[src/rtl/exec_sequencer_pkg.sv]
// Shared definitions for the execute-stage sequencer: FSM states, op-class
// encodings, wait-counter width and the latched instruction record.
package exec_sequencer_pkg;

  typedef enum logic [1:0] {
    IDLE     = 2'd0,
    FP_WAIT  = 2'd1,
    MEM_WAIT = 2'd2,
    DONE     = 2'd3
  } state_t;

  // Op-class encodings on is_sorf; any code other than OP_FLOAT executes as OP_INT.
  localparam logic [1:0] OP_INT   = 2'b00;
  localparam logic [1:0] OP_FLOAT = 2'b01;

  localparam int CNT_W = 4;
  typedef logic [CNT_W-1:0] cnt_t;

  typedef struct packed {
    logic is_float;
    logic rea;
    logic wea;
    logic branch;
    logic jump;
    logic is_jal;
    logic is_jr;
  } op_t;

  function automatic logic is_float_class(logic [1:0] sorf);
    return (sorf == OP_FLOAT) && (sorf != OP_INT);
  endfunction

  // A pure store: a load with wea set still counts as a load, and floats never store.
  function automatic logic is_store(op_t op);
    return op.wea && !op.rea && !op.is_float;
  endfunction

  function automatic logic writes_back(op_t op);
    return !(is_store(op) || op.branch || (op.jump && !op.is_jal) ||
             (op.is_jr && !op.is_jal));
  endfunction

endpackage

[src/rtl/exec_npc_sel.sv]
// Combinational next-PC and link-address selection for the offered instruction.
module exec_npc_sel #(
  parameter int INST_SIZE = 10
) (
  input  logic [INST_SIZE-1:0] pc,
  input  logic                 branch,
  input  logic                 jump,
  input  logic                 is_jr,
  input  logic                 cond,
  input  logic [INST_SIZE-1:0] imm,
  input  logic [INST_SIZE-1:0] jtarget,
  input  logic [INST_SIZE-1:0] jr_addr,
  output logic [INST_SIZE-1:0] npc,
  output logic [INST_SIZE-1:0] link_pc
);

  logic [INST_SIZE-1:0] seq_pc;

  // Sums are INST_SIZE wide so address wrap-around is silent modulo 2^INST_SIZE.
  assign seq_pc  = pc + INST_SIZE'(1);
  assign link_pc = seq_pc;

  always_comb begin
    if (is_jr)                npc = jr_addr;
    else if (jump)            npc = jtarget;
    else if (branch && cond)  npc = seq_pc + imm;
    else                      npc = seq_pc;
  end

endmodule

[src/rtl/exec_sequencer.sv]
// Execute-stage sequencer: accepts one decoded instruction at a time, holds it
// for float/memory latency, then retires it with next-PC and write-back strobes.
module exec_sequencer
  import exec_sequencer_pkg::*;
#(
  parameter int INST_SIZE = 10,
  parameter int FP_LAT    = 4,
  parameter int MEM_LAT   = 2
) (
  input  logic                 clk,
  input  logic                 rstn,
  input  logic                 in_valid,
  output logic                 in_ready,
  input  logic [INST_SIZE-1:0] pc,
  input  logic [1:0]           is_sorf,
  input  logic                 branch,
  input  logic                 jump,
  input  logic                 is_jal,
  input  logic                 is_jr,
  input  logic                 rea,
  input  logic                 wea,
  input  logic                 cond,
  input  logic [INST_SIZE-1:0] imm,
  input  logic [INST_SIZE-1:0] jtarget,
  input  logic [INST_SIZE-1:0] jr_addr,
  output logic                 alu_en,
  output logic                 mem_re,
  output logic                 mem_we,
  output logic                 wb_valid,
  output logic                 wb_link,
  output logic [INST_SIZE-1:0] link_pc,
  output logic [INST_SIZE-1:0] npc,
  output logic                 npc_valid
);

  state_t               state, state_nxt;
  cnt_t                 cnt;
  op_t                  op;
  logic                 transfer;
  logic                 in_float;
  logic [INST_SIZE-1:0] npc_calc, link_calc;

  assign transfer = in_valid && in_ready;
  assign in_float = is_float_class(is_sorf);

  exec_npc_sel #(.INST_SIZE(INST_SIZE)) u_npc_sel (
    .pc      (pc),
    .branch  (branch),
    .jump    (jump),
    .is_jr   (is_jr),
    .cond    (cond),
    .imm     (imm),
    .jtarget (jtarget),
    .jr_addr (jr_addr),
    .npc     (npc_calc),
    .link_pc (link_calc)
  );

  // NOTE: sequential state uses non-blocking assignments so every register
  // samples pre-edge values regardless of process ordering.
  always_ff @(posedge clk or negedge rstn) begin
    if (!rstn) state <= IDLE;
    else       state <= state_nxt;
  end

  // The whole instruction, including its resolved npc, is captured at transfer
  // so the inputs are free to change while it is in flight.
  always_ff @(posedge clk or negedge rstn) begin
    if (!rstn) begin
      cnt     <= '0;
      op      <= '0;
      npc     <= '0;
      link_pc <= '0;
    end else if (transfer) begin
      cnt     <= '0;
      op      <= '{is_float: in_float, rea: rea, wea: wea, branch: branch,
                   jump: jump, is_jal: is_jal, is_jr: is_jr};
      npc     <= npc_calc;
      link_pc <= link_calc;
    end else if (state == FP_WAIT || state == MEM_WAIT) begin
      cnt     <= cnt + cnt_t'(1);
    end
  end

  // NOTE: defaulting state_nxt before the case keeps this block free of latches.
  always_comb begin
    state_nxt = state;
    case (state)
      IDLE: begin
        if (transfer) begin
          if (in_float) state_nxt = FP_WAIT;
          else if (rea) state_nxt = MEM_WAIT;
          else          state_nxt = DONE;
        end
      end
      FP_WAIT:  if (cnt == cnt_t'(FP_LAT - 1))  state_nxt = DONE;
      MEM_WAIT: if (cnt == cnt_t'(MEM_LAT - 1)) state_nxt = DONE;
      DONE:     state_nxt = IDLE;
      default:  state_nxt = IDLE;
    endcase
  end

  always_comb begin
    in_ready  = 1'b0;
    alu_en    = 1'b0;
    mem_re    = 1'b0;
    mem_we    = 1'b0;
    wb_valid  = 1'b0;
    wb_link   = 1'b0;
    npc_valid = 1'b0;
    case (state)
      IDLE:     in_ready = 1'b1;
      FP_WAIT:  alu_en   = 1'b1;
      MEM_WAIT: mem_re   = (cnt == '0);
      DONE: begin
        npc_valid = 1'b1;
        mem_we    = is_store(op);
        wb_valid  = writes_back(op);
        wb_link   = op.is_jal;
      end
      default: ;
    endcase
  end

endmodule

[config.mk]
export PLATFORM = sky130hd
export DESIGN_NAME = exec_sequencer
export DESIGN_NICKNAME = d
export VERILOG_FILES = /design/src/rtl/exec_sequencer_pkg.sv /design/src/rtl/exec_npc_sel.sv /design/src/rtl/exec_sequencer.sv
export SDC_FILE = /design/constraint.sdc
export NUM_CORES = 1
export LEC_CHECK = 0
export CELL_PAD_IN_SITES_DETAIL_PLACEMENT = 1
export CELL_PAD_IN_SITES_GLOBAL_PLACEMENT = 1
export CORE_ASPECT_RATIO = 0.7
export CORE_MARGIN = 2
export CORE_UTILIZATION = 35
export CTS_BUF_LIST = sky130_fd_sc_hd__clkbuf_8
export DETAILED_ROUTE_END_ITERATION = 6
export PLACE_DENSITY_LB_ADDON = 0.1
export SLEW_MARGIN = 10
export SYNTH_ARGS = -nofsm -noshare
export SYNTH_HDL_FRONTEND = slang
export SYNTH_HIERARCHICAL = 1
export SYNTH_SLANG_ARGS = --single-unit
[constraint.sdc]
create_clock -name clk -period 2.65 [get_ports clk]
set_clock_uncertainty 0.1 [all_clocks]
set_input_delay 0.3975 -clock clk [delete_from_list [all_inputs] [get_ports clk]]
set_output_delay 0.3975 -clock clk [all_outputs]
set_load 0.03 [all_outputs]
=== Yosys cells after proc, flatten, opt, wreduce, memory -nomap -nowiden ===
Cells that the tools add are included.

* Add/sub/neg operators: 3
* Eq/ne operators: 9
* Mux-type cells: 18
* Reductions and logical operators: 20

{| class="wikitable"
|+ Operators with widths
! cell !! number
|-
| $mux W10 || 3
|-
| $add A10 B1 Y10 const B || 1
|-
| $add A10 B10 Y10 || 1
|-
| $mux W1 || 8
|-
| $mux W2 || 4
|-
| $mux W4 || 2
|-
| $pmux W2 S4 || 1
|-
| $logic_and A1 B1 Y1 || 7
|-
| $add A4 B1 Y4 const B || 1
|-
| $eq A2 B1 Y1 const B || 2
|-
| $eq A2 B2 Y1 const B || 2
|-
| $eq A4 B1 Y1 const B || 1
|-
| $eq A4 B2 Y1 const B || 1
|-
| $logic_not A1 Y1 || 4
|-
| $logic_not A4 Y1 || 1
|-
| $logic_or A1 B1 Y1 || 4
|-
| $ne A2 B1 Y1 const B || 2
|-
| $reduce_bool A2 Y1 || 2
|-
| $reduce_and A3 Y1 || 1
|-
| $logic_not A2 Y1 || 1
|-
| $ne A2 B2 Y1 const B || 1
|}

* Flip-flop bits (word level): 33

=== Logic depth before layout (Yosys ltp) ===
Gate-level depths: netlist of the first run.

* Depth in word-level cells: 8
* Depth in mapped cells: 12

=== Modules after synthesis ===
The synthesis of the first run kept the hierarchy.

{| class="wikitable"
|+ Modules (own cells, without submodules)
! module !! instances !! cells an instance !! area each (um2)
|-
| exec_sequencer || 1 || 105 || 1467.7
|-
| exec_npc_sel || 1 || 121 || 828.3
|}

=== Least setup slack after synthesis of the first run ===
OpenSTA, ideal clock, no wires.

* Path kind: input to register
* Start: in pc[5]
* End: reg npc[9]
* Arrival time: 2.424 ns
* Required time: 2.422 ns
* Slack: -0.002 ns
* Stages on the path: 12
* Path buffers: 0
* Cells stage by stage: and4_1 and3_1 nand2_1 xnor2_1 ha_1 o21a_1 o21ai_0 o2bb2ai_1 nor4b_2 xnor2_1 a21oi_1 mux2_1

* Cells in the longest elaborated chain, start to end: 5

{| class="wikitable"
|+ Ends and longest elaborated chain
! element !! RTL line !! text
|-
| from (decl) || exec_sequencer.sv:14 || <nowiki>input logic [INST_SIZE-1:0] pc,</nowiki>
|-
| $add A10 B1 Y10 || exec_npc_sel.sv:20 || <nowiki>assign seq_pc = pc + INST_SIZE'(1);</nowiki>
|-
| via link_calc[8] || exec_sequencer.sv:41 || <nowiki>logic [INST_SIZE-1:0] npc_calc, link_calc;</nowiki>
|-
| $add A10 B10 Y10 || exec_npc_sel.sv:26 || <nowiki>else if (branch && cond) npc = seq_pc + imm;</nowiki>
|-
| $mux W10 || exec_npc_sel.sv:26 ||
|-
| $mux W10 || exec_npc_sel.sv:25 || <nowiki>else if (jump) npc = jtarget;</nowiki>
|-
| $mux W10 || exec_npc_sel.sv:24 || <nowiki>if (is_jr) npc = jr_addr;</nowiki>
|-
| via npc_calc[9] || exec_sequencer.sv:41 ||
|-
| to (signal assigned) || exec_sequencer.sv:78 || <nowiki>npc <= npc_calc;</nowiki>
|-
| to (decl) || exec_sequencer.sv:32 || <nowiki>output logic [INST_SIZE-1:0] npc,</nowiki>
|}

The timed path passes the listed nets, and every way through them passes these cells.
A chain may end at the register's enable or synchronous reset.

=== Final worst setup path of the first run ===
Same ends and word-level chain as after synthesis.

==> report_table.html, run 1 <==
<table>
<tr><th>Metric</th><th>Value</th></tr>
<tr><th colspan="2">Pwr</th></tr>
<tr><td>Static leakage</td><td>1.62 nW</td></tr>
<tr><td>Power per cell area</td><td>885 nW/um^2</td></tr>
<tr><td>Overall power of the completed layout</td><td>3.22 mW</td></tr>
<tr><td>Worst voltage drop across the vdd grid</td><td>0.430 mV</td></tr>
<tr><th colspan="2">STA</th></tr>
<tr><td>Clock period minus final worst setup slack</td><td>2.60 ns</td></tr>
<tr><td>Post-layout worst setup margin</td><td>0.0526 ns</td></tr>
<tr><td>Fin. Hold Viols</td><td>0</td></tr>
<tr><td>Maximum clock frequency</td><td>385 MHz</td></tr>
<tr><td>Final Max Tran Viols</td><td>0</td></tr>
<tr><td>Post-route fraction of the period consumed by the critical path</td><td>98.0%</td></tr>
<tr><td>Unrepaired setup endpoints after global routing</td><td>yes</td></tr>
<tr><td>Max transition margin</td><td>70.7%</td></tr>
<tr><td>Slew at the pin closest to its max-slew limit</td><td>0.439 ns</td></tr>
<tr><td>Final number of setup-violating endpoints</td><td>0</td></tr>
<tr><td>Final sum of negative setup slack</td><td>0 ns</td></tr>
<tr><th colspan="2">Clock tree</th></tr>
<tr><td>Root Buffer Master</td><td>clkbuf_8</td></tr>
<tr><td>Clock tree from TritonCTS</td><td>done</td></tr>
<tr><td>Clock Sinks</td><td>33</td></tr>
<tr><td>Number of levels in the clock H-tree</td><td>2</td></tr>
<tr><td>Clock slew at reported path FFs</td><td>0.07 ns</td></tr>
<tr><td>Latest clock arrival within the worst-skew pair</td><td>0.29 ns</td></tr>
<tr><td>Number of CTS-inserted buffers</td><td>5</td></tr>
<tr><td>Largest buffer count on any clock path</td><td>2</td></tr>
<tr><th colspan="2">Setup path</th></tr>
<tr><td>Crit path launch type</td><td>input port</td></tr>
<tr><td>Peak per-stage delay on the critical path</td><td>0.31 ns</td></tr>
<tr><td>Critical path capture point type</td><td>flip-flop</td></tr>
<tr><td>Critical path, cell by cell</td><td>buf_6 -&gt; and4_4 -&gt; and3_4 -&gt; nand2_1 -&gt; xnor2_2 -&gt; ha_1 -&gt; o21a_1 -&gt; o21ai_1 -&gt; o2bb2ai_2 -&gt; nor4b_2 -&gt; xnor2_1 -&gt; a21oi_1 -&gt; mux2_4</td></tr>
<tr><td>Total buffers and inverters traversed by the critical path</td><td>1</td></tr>
<tr><td>Highest net fanout along the worst path</td><td>3</td></tr>
<tr><td>Critical path's slowest cell</td><td>ha_1</td></tr>
<tr><td>Cell family with most CP delay</td><td>simple AND/OR/NAND/NOR gates</td></tr>
<tr><td>Signal arrival time at the worst endpoint</td><td>2.67 ns</td></tr>
<tr><td>Critical Path RT</td><td>2.72 ns</td></tr>
<tr><td>Start-to-end type of the worst setup path</td><td>in -&gt; reg</td></tr>
<tr><th colspan="2">Die</th></tr>
<tr><td>Number of top-level design ports</td><td>79</td></tr>
<tr><td>Die Ht</td><td>71.8 um</td></tr>
<tr><td>Die span in x</td><td>101 um</td></tr>
<tr><td>Row cnt</td><td>24</td></tr>
<tr><td>Floorplan core area</td><td>6280 um^2</td></tr>
<tr><td>Initial core utilization</td><td>36.6%</td></tr>
<tr><td>DIE AREA</td><td>7230 um^2</td></tr>
<tr><th colspan="2">Synth</th></tr>
<tr><td>Share of synthesized cell area in full adder, half adder and majority cells</td><td>10.1%</td></tr>
<tr><td>Instance count of the mapped netlist</td><td>226</td></tr>
<tr><td>Fraction of synthesized cell area in xor and xnor cells</td><td>7.57%</td></tr>
<tr><td>Share of synthesized cell area in and, or, nand and nor gates</td><td>13.6%</td></tr>
<tr><td>Share of synthesized registers carrying an async set or reset</td><td>100%</td></tr>
<tr><td>Dominant combinational cell family by area after synthesis</td><td>multiplexers</td></tr>
<tr><td>Post-synth net total</td><td>296</td></tr>
<tr><td>Total number of yosys warnings</td><td>6</td></tr>
<tr><td>Total standard cell area after synthesis</td><td>2300 um^2</td></tr>
<tr><td>Top FF cell, synth</td><td>dfrtp_1</td></tr>
<tr><td>Area fraction in compound gates after synthesis</td><td>15.0%</td></tr>
<tr><td>Mean Syn Cell Area</td><td>10.2 um^2</td></tr>
<tr><td>Number of enable-type register cells in the synthesized netlist</td><td>0</td></tr>
<tr><td>Number of storage elements in the synthesis netlist</td><td>33</td></tr>
<tr><td>Mux share of post-synthesis cell area</td><td>15.1%</td></tr>
<tr><td>Number of distinct library cells after synthesis</td><td>48</td></tr>
<tr><td>Sequential cell area fraction in the yosys report</td><td>36.0%</td></tr>
<tr><th colspan="2">Detailed routing</th></tr>
<tr><td>Final routed DRC violation total</td><td>0</td></tr>
<tr><td>Per-cell via count in the routed design</td><td>5.12</td></tr>
<tr><td>Average detailed-routed wire length per instance</td><td>17.2 um</td></tr>
<tr><td>Drt total wl</td><td>7270 um</td></tr>
<tr><td>Count of vias placed by the detailed router</td><td>2166</td></tr>
<tr><td>DRT iter0 DRCs</td><td>41</td></tr>
<tr><td>Detailed-router iteration count before antenna repair</td><td>4</td></tr>
<tr><td>ANT nets after route</td><td>0</td></tr>
<tr><th colspan="2">Job</th></tr>
<tr><td>Count of maximum capacitance violations</td><td>0</td></tr>
<tr><th colspan="2">Placed design</th></tr>
<tr><td>Total placed cells including tap cells</td><td>413</td></tr>
<tr><td>Worst slack after detailed placement</td><td>-0.674 ns</td></tr>
<tr><td># port buffers</td><td>78</td></tr>
<tr><td>Final HPWL from detailed placement</td><td>5680 um</td></tr>
<tr><td>Gpl congestion</td><td>0.844</td></tr>
<tr><th colspan="2">Global routing</th></tr>
<tr><td>Initial antenna violation count</td><td>0</td></tr>
<tr><td>Vias in the first global route</td><td>2322</td></tr>
<tr><td>Remaining Overflow, GRT</td><td>0</td></tr>
<tr><td>Total global-route track usage</td><td>21.4%</td></tr>
<tr><td>Global-route wire length before repair</td><td>12000 um</td></tr>
<tr><td>Maximum number of pins on one net before global-route repair</td><td>34</td></tr>
<tr><th colspan="2">Layout</th></tr>
<tr><td>Most common library cell in the layout ignoring fill and taps</td><td>clkdlybuf4s50_1</td></tr>
<tr><td>Layout net count</td><td>414</td></tr>
<tr><td>Total inserted antenna cells</td><td>0</td></tr>
<tr><td>Highest-count cells in the layout ignoring fill and taps</td><td>clkdlybuf4s50_1, buf_4, dfrtp_1</td></tr>
<tr><td>Final core utilization</td><td>58.1%</td></tr>
<tr><td>Synthesis-to-layout area growth</td><td>58.7%</td></tr>
<tr><td>Final Non-Filler Cells</td><td>423</td></tr>
<tr><td>Ratio of cells with drive above 1 in the final layout</td><td>30.4%</td></tr>
<tr><th colspan="2">Run status</th></tr>
<tr><td>Run status</td><td>completed</td></tr>
<tr><th colspan="2">Worst hold path</th></tr>
<tr><td>Worst min-delay path category</td><td>reg -&gt; reg</td></tr>
</table>
==> final cells by class <==
cell class / count / area [um^2]
fill: 695 / 2630
clock buffer: 5 / 68.8
clock inverter: 3 / 17.5
sequential: 33 / 826
inverter: 8 / 30.0
multi-input combinational: 178 / 1520
timing repair buffer: 118 / 1080
tap: 78 / 97.6
==> sequential cells by signal, summed over array words and instances (netlist names) <==
name	flops
op	7
state	2
cnt	4
npc	10
link_pc	10
==> through the flow <==
step | cell area [um^2] | hold slack, ns
floorplan | 2300 | 0.00191
global placement | 3430 | 0.374
detailed placement | 3430 | 0.384
CTS | 3590 | 0.401
global route | 3640 | 0.417
finish | 3640 | 0.402
==> worst register-to-register path: stages (launching register included) <==
cell and delay [ns]:
dfrtp_1 0.43, ha_1 0.20, or3b_4 0.40, a221oi_4 0.35, mux2_4 0.33
==> cell usage after synthesis (2+ instances only) <==
cell type	instances	area share [%]
and2_1	3	0.82
a211oi_1	2	0.65
dfrtp_1	33	36
nand2_1	19	3.1
nor3_1	2	0.44
and3_1	2	0.54
o21a_1	2	0.65
o221ai_1	2	0.76
inv_1	8	1.3
a21o_1	3	0.98
nand2b_1	3	0.82
nor2_1	13	2.1
mux2i_1	4	1.7
o211ai_1	2	0.65
ha_1	17	9.3
nand3_1	4	0.87
buf_2	3	0.65
xnor2_1	11	4.2
mux2_2	25	12
nand4_1	4	1.1
a31oi_1	2	0.54
clkbuf_1	4	0.65
o22ai_1	2	0.54
xor2_1	7	2.7
a21oi_1	19	4.1
o21ai_0	8	1.7
==> per-layer routing <==
metal / vias up / wire, um / global-route usage [%]
met5: - / 0 / 0
met4: 0 / 42 / 4.57
met3: 5 / 363 / 3.80
met2: 64 / 3310 / 34.4
met1: 1045 / 3550 / 30.3
li1: 1052 / - / -
==> final timing paths <==
path                                     from                endpoint  slack [ns]  cells after the start
min in group asynchronous                rstn  link_pc[3]$_DFFE_PN0P_        0.41                      2
setup / recovery                        pc[5]      npc[9]$_DFFE_PN0P_        0.05                     13
hold / removal              op[6]$_DFFE_PN0P_       op[6]$_DFFE_PN0P_        0.40                      2
hold reg to reg             op[6]$_DFFE_PN0P_       op[6]$_DFFE_PN0P_        0.40                      2
setup reg to reg           cnt[0]$_DFFE_PN0P_    state[0]$_DFFE_PN0P_        0.73                      4
max in group asynchronous                rstn  link_pc[4]$_DFFE_PN0P_        1.71                      2
==> cell families (layout without fill, tap and decap cells) <==
group,count (synthesis),after routing
xor gates and xnor gates,19,19
adders and majority gates,18,18
buffers and inverters,15,134
AOI/OAI and AO/OA,51,51
DFF,33,33
and+or+nand+nor,59,59
muxes,31,31
==> timing repair <==
action	CTS	global route
setup endpoints to repair	6	5
gates resized for setup	33	20
pin swaps	10	12
hold buffers	0	0
setup buffers	1	1
==> report_power, final <==
part | internal, mW | total (mW) | switching [mW]
registers | 0.763 | 0.921 | 0.158
logic | 0.953 | 1.92 | 0.970
clock network | 0.181 | 0.381 | 0.200
total | 1.90 | 3.22 | 1.33
Note: power is estimated with default switching activity, not from simulation.
==> run 2: changes to the inputs <==
CORE_MARGIN = 4   (was 2)
==> run 2 against run 1 <==
Against the previous run:
- the flow now finishes with violations (negative setup slack)
- sequential share of layout area shrank 0.83 points
- non-clock buffer count increased by 10
- hold slack got worse by 0.0081 ns
- count of clock-buffer cells in the layout increased by 1
- die area increased by 9.8%
- first-iteration DRC count increased by 130%
- register-to-register slack barely moved
- via count up 4.0%
- sequential cell count unchanged
- wire length up 13%
- global-route usage is 0.53 points lower
- final area up 3.8%
- largest cell class unchanged
- highest routed layer unchanged
==> report_table.html, run 2 (same netlist as run 1, synthesis figures left out) <==
<table>
<tr><th>Metric</th><th>Value</th></tr>
<tr><th colspan="2">Detailed routing</th></tr>
<tr><td>Average detailed-routed wire length per instance</td><td>18.9 um</td></tr>
<tr><td>DRT iter0 DRCs</td><td>93</td></tr>
<tr><td>ANT nets after route</td><td>0</td></tr>
<tr><td>Detailed-router iteration count before antenna repair</td><td>4</td></tr>
<tr><td>Drt total wl</td><td>8190 um</td></tr>
<tr><td>Per-cell via count in the routed design</td><td>5.20</td></tr>
<tr><td>Count of vias placed by the detailed router</td><td>2253</td></tr>
<tr><td>Final routed DRC violation total</td><td>0</td></tr>
<tr><th colspan="2">Pwr</th></tr>
<tr><td>Static leakage</td><td>1.70 nW</td></tr>
<tr><td>Part of the total power dissipated in the clock network</td><td>14.8%</td></tr>
<tr><td>Power per cell area</td><td>899 nW/um^2</td></tr>
<tr><td>Net switching power figure</td><td>1.36 mW</td></tr>
<tr><td>Sw Share</td><td>40.0%</td></tr>
<tr><td>Combinational cell fraction of total power</td><td>57.9%</td></tr>
<tr><td>Sequential fraction of design power</td><td>27.3%</td></tr>
<tr><td>Worst voltage drop across the vdd grid</td><td>0.464 mV</td></tr>
<tr><td>Int Power</td><td>2.04 mW</td></tr>
<tr><th colspan="2">STA</th></tr>
<tr><td>Final Max Tran Viols</td><td>0</td></tr>
<tr><td>Post-route fraction of the period consumed by the critical path</td><td>100%</td></tr>
<tr><td>Unrepaired setup endpoints after global routing</td><td>yes</td></tr>
<tr><td>Final number of setup-violating endpoints</td><td>1</td></tr>
<tr><td>Final sum of negative setup slack</td><td>-0.00730 ns</td></tr>
<tr><td>Post-layout worst setup margin</td><td>-0.00730 ns</td></tr>
<tr><td>Fin. Hold Viols</td><td>0</td></tr>
<tr><td>Slew at the pin closest to its max-slew limit</td><td>0.427 ns</td></tr>
<tr><td>Max transition margin</td><td>71.5%</td></tr>
<tr><td>Maximum clock frequency</td><td>376 MHz</td></tr>
<tr><td>Clock period minus final worst setup slack</td><td>2.66 ns</td></tr>
<tr><th colspan="2">Die</th></tr>
<tr><td>Die Ht</td><td>75.8 um</td></tr>
<tr><td>Row cnt</td><td>24</td></tr>
<tr><td>Floorplan core area</td><td>6310 um^2</td></tr>
<tr><td>DIE AREA</td><td>7940 um^2</td></tr>
<tr><td>Initial core utilization</td><td>36.4%</td></tr>
<tr><td>Number of top-level design ports</td><td>79</td></tr>
<tr><td>Die span in x</td><td>105 um</td></tr>
<tr><th colspan="2">Global routing</th></tr>
<tr><td>Remaining Overflow, GRT</td><td>0</td></tr>
<tr><td>Initial antenna violation count</td><td>0</td></tr>
<tr><td>Total global-route track usage</td><td>20.9%</td></tr>
<tr><td>Maximum number of pins on one net before global-route repair</td><td>34</td></tr>
<tr><td>Global-route wire length before repair</td><td>12700 um</td></tr>
<tr><td>Vias in the first global route</td><td>2367</td></tr>
<tr><th colspan="2">Setup path</th></tr>
<tr><td>Start-to-end type of the worst setup path</td><td>in -&gt; reg</td></tr>
<tr><td>Crit path launch type</td><td>input port</td></tr>
<tr><td>Signal arrival time at the worst endpoint</td><td>2.73 ns</td></tr>
<tr><td>Critical path capture point type</td><td>flip-flop</td></tr>
<tr><td>Cell depth of the worst flop-to-flop path</td><td>4</td></tr>
<tr><td>Highest net fanout along the worst path</td><td>3</td></tr>
<tr><td>Critical Path RT</td><td>2.73 ns</td></tr>
<tr><th colspan="2">Placed design</th></tr>
<tr><td>Worst slack after detailed placement</td><td>-0.729 ns</td></tr>
<tr><td>Gpl congestion</td><td>0.882</td></tr>
<tr><td># port buffers</td><td>78</td></tr>
<tr><td>Final HPWL from detailed placement</td><td>6040 um</td></tr>
<tr><th colspan="2">Job</th></tr>
<tr><td>Count of maximum capacitance violations</td><td>0</td></tr>
<tr><th colspan="2">Layout</th></tr>
<tr><td>Total inserted antenna cells</td><td>0</td></tr>
<tr><td>Synthesis-to-layout area growth</td><td>64.7%</td></tr>
<tr><td>Number of fill cells in the layout</td><td>703</td></tr>
<tr><td>Area of all sequential standard cells</td><td>826 um^2</td></tr>
<tr><td>Ratio of cells with drive above 1 in the final layout</td><td>33.0%</td></tr>
<tr><td>Most common library cell in the layout ignoring fill and taps</td><td>clkdlybuf4s50_1</td></tr>
<tr><td>Layout net count</td><td>424</td></tr>
<tr><td>Area of the multi-input gates</td><td>1560 um^2</td></tr>
<tr><td>Largest registers</td><td>link_pc (10), npc (10), op (7)</td></tr>
<tr><td>Highest-count cells in the layout ignoring fill and taps</td><td>clkdlybuf4s50_1, buf_4, dfrtp_1</td></tr>
<tr><th colspan="2">Clock tree</th></tr>
<tr><td>Number of CTS-inserted buffers</td><td>5</td></tr>
<tr><td>Largest buffer count on any clock path</td><td>2</td></tr>
<tr><td>Post-CTS Hold Fix Bufs</td><td>0</td></tr>
<tr><td>Latest clock arrival within the worst-skew pair</td><td>0.29 ns</td></tr>
<tr><td>Root Buffer Master</td><td>clkbuf_8</td></tr>
<tr><td>Clock tree from TritonCTS</td><td>done</td></tr>
<tr><td>Clock slew at reported path FFs</td><td>0.07 ns</td></tr>
<tr><td>Number of levels in the clock H-tree</td><td>2</td></tr>
<tr><td>Clock Sinks</td><td>33</td></tr>
<tr><th colspan="2">Worst hold path</th></tr>
<tr><td>Instance count along the most critical hold path</td><td>2</td></tr>
<tr><td>Worst min-delay path category</td><td>reg -&gt; reg</td></tr>
<tr><th colspan="2">Run status</th></tr>
<tr><td>Run status</td><td>complete, but fails checks</td></tr>
<tr><td>Failing checks</td><td>negative setup slack</td></tr>
</table>
-- run 2: changes by cell type in the layout (fill, tap and decap cells not counted), sizes merged --
cell      previous run  this run
buf                 44        56
clkinv               2         0
bufinv               0         1
clkbuf               7         6
clkinvlp             1         0
inv                  8         9
-- run 2: worst max-delay path: stages --
cell,delay (ns)
buf_2,0.13
buf_4,0.13
buf_4,0.12
nand3_1,0.13
xnor2_2,0.21
ha_4,0.18
a211o_1,0.33
a21oi_2,0.16
o2bb2ai_2,0.08
nor4b_4,0.30
xnor2_1,0.18
a21oi_1,0.10
mux2_4,0.28
-- run 2: timing repair --
action | CTS | global route
pin swaps | 11 | 16
buffers inserted | 5 | 4
endpoints found under the hold margin | 0 | 0
setup endpoints to repair | 7 | 6
resized for setup | 42 | 16
-- run 2: layout make-up --
class	instances	share of cell area [%]
Tap cell	78	2.58
Sequential cell	33	21.8
Clock buffer	6	2.18
Inverter	8	0.794
Clock inverter	2	0.893
Timing Repair Buffer	128	30.4
Multi-Input combinational cell	178	41.3
-- run 2: worst paths after layout --
kind | from | to | slack, ns
worst max-delay path | pc[1] | npc[9]$_DFFE_PN0P_ | -0.007
min in group asynchronous | rstn | link_pc[0]$_DFFE_PN0P_ | 0.41
max in group asynchronous | rstn | link_pc[4]$_DFFE_PN0P_ | 1.72
worst min register to register | op[6]$_DFFE_PN0P_ | op[6]$_DFFE_PN0P_ | 0.39
worst max register to register | cnt[0]$_DFFE_PN0P_ | state[0]$_DFFE_PN0P_ | 0.74
worst min-delay path | op[6]$_DFFE_PN0P_ | op[6]$_DFFE_PN0P_ | 0.39
-- run 2: power groups by stage --
stage | combinational, mW | clock (mW) | sequential [mW]
2_1_floorplan | 0.870 | 0 | 1.21
4_1_cts | 1.95 | 0.514 | 0.929
6_report | 1.97 | 0.503 | 0.927
5_1_grt | 2.10 | 0.536 | 0.964
3_5_place_dp | 1.91 | 0 | 0.936
3_3_place_gp | 1.87 | 0 | 0.923
-- run 2: routing by layer --
metal,global-route usage (%),vias up,routed length (um)
met4,4.95,0,80
met5,0,-,0
met2,34.2,70,3760
met3,6.01,8,523
met1,27.8,1104,3830
li1,-,1071,-
-- run 2: stage by stage --
| step | utilization (%) | total power [mW] | hold slack, ns | instances | cell area (um^2) |
|---|---|---|---|---|---|
| floorplan | - | 2.08 | 0.00191 | 226 | 2300 |
| global placement | 54.7 | 2.79 | 0.371 | 416 | 3450 |
| detailed placement | 54.7 | 2.84 | 0.376 | 416 | 3450 |
| CTS | 58.3 | 3.39 | 0.399 | 429 | 3680 |
| global route | 60.0 | 3.61 | 0.425 | 433 | 3780 |
| finish | 60.0 | 3.40 | 0.394 | 433 | 3780 |
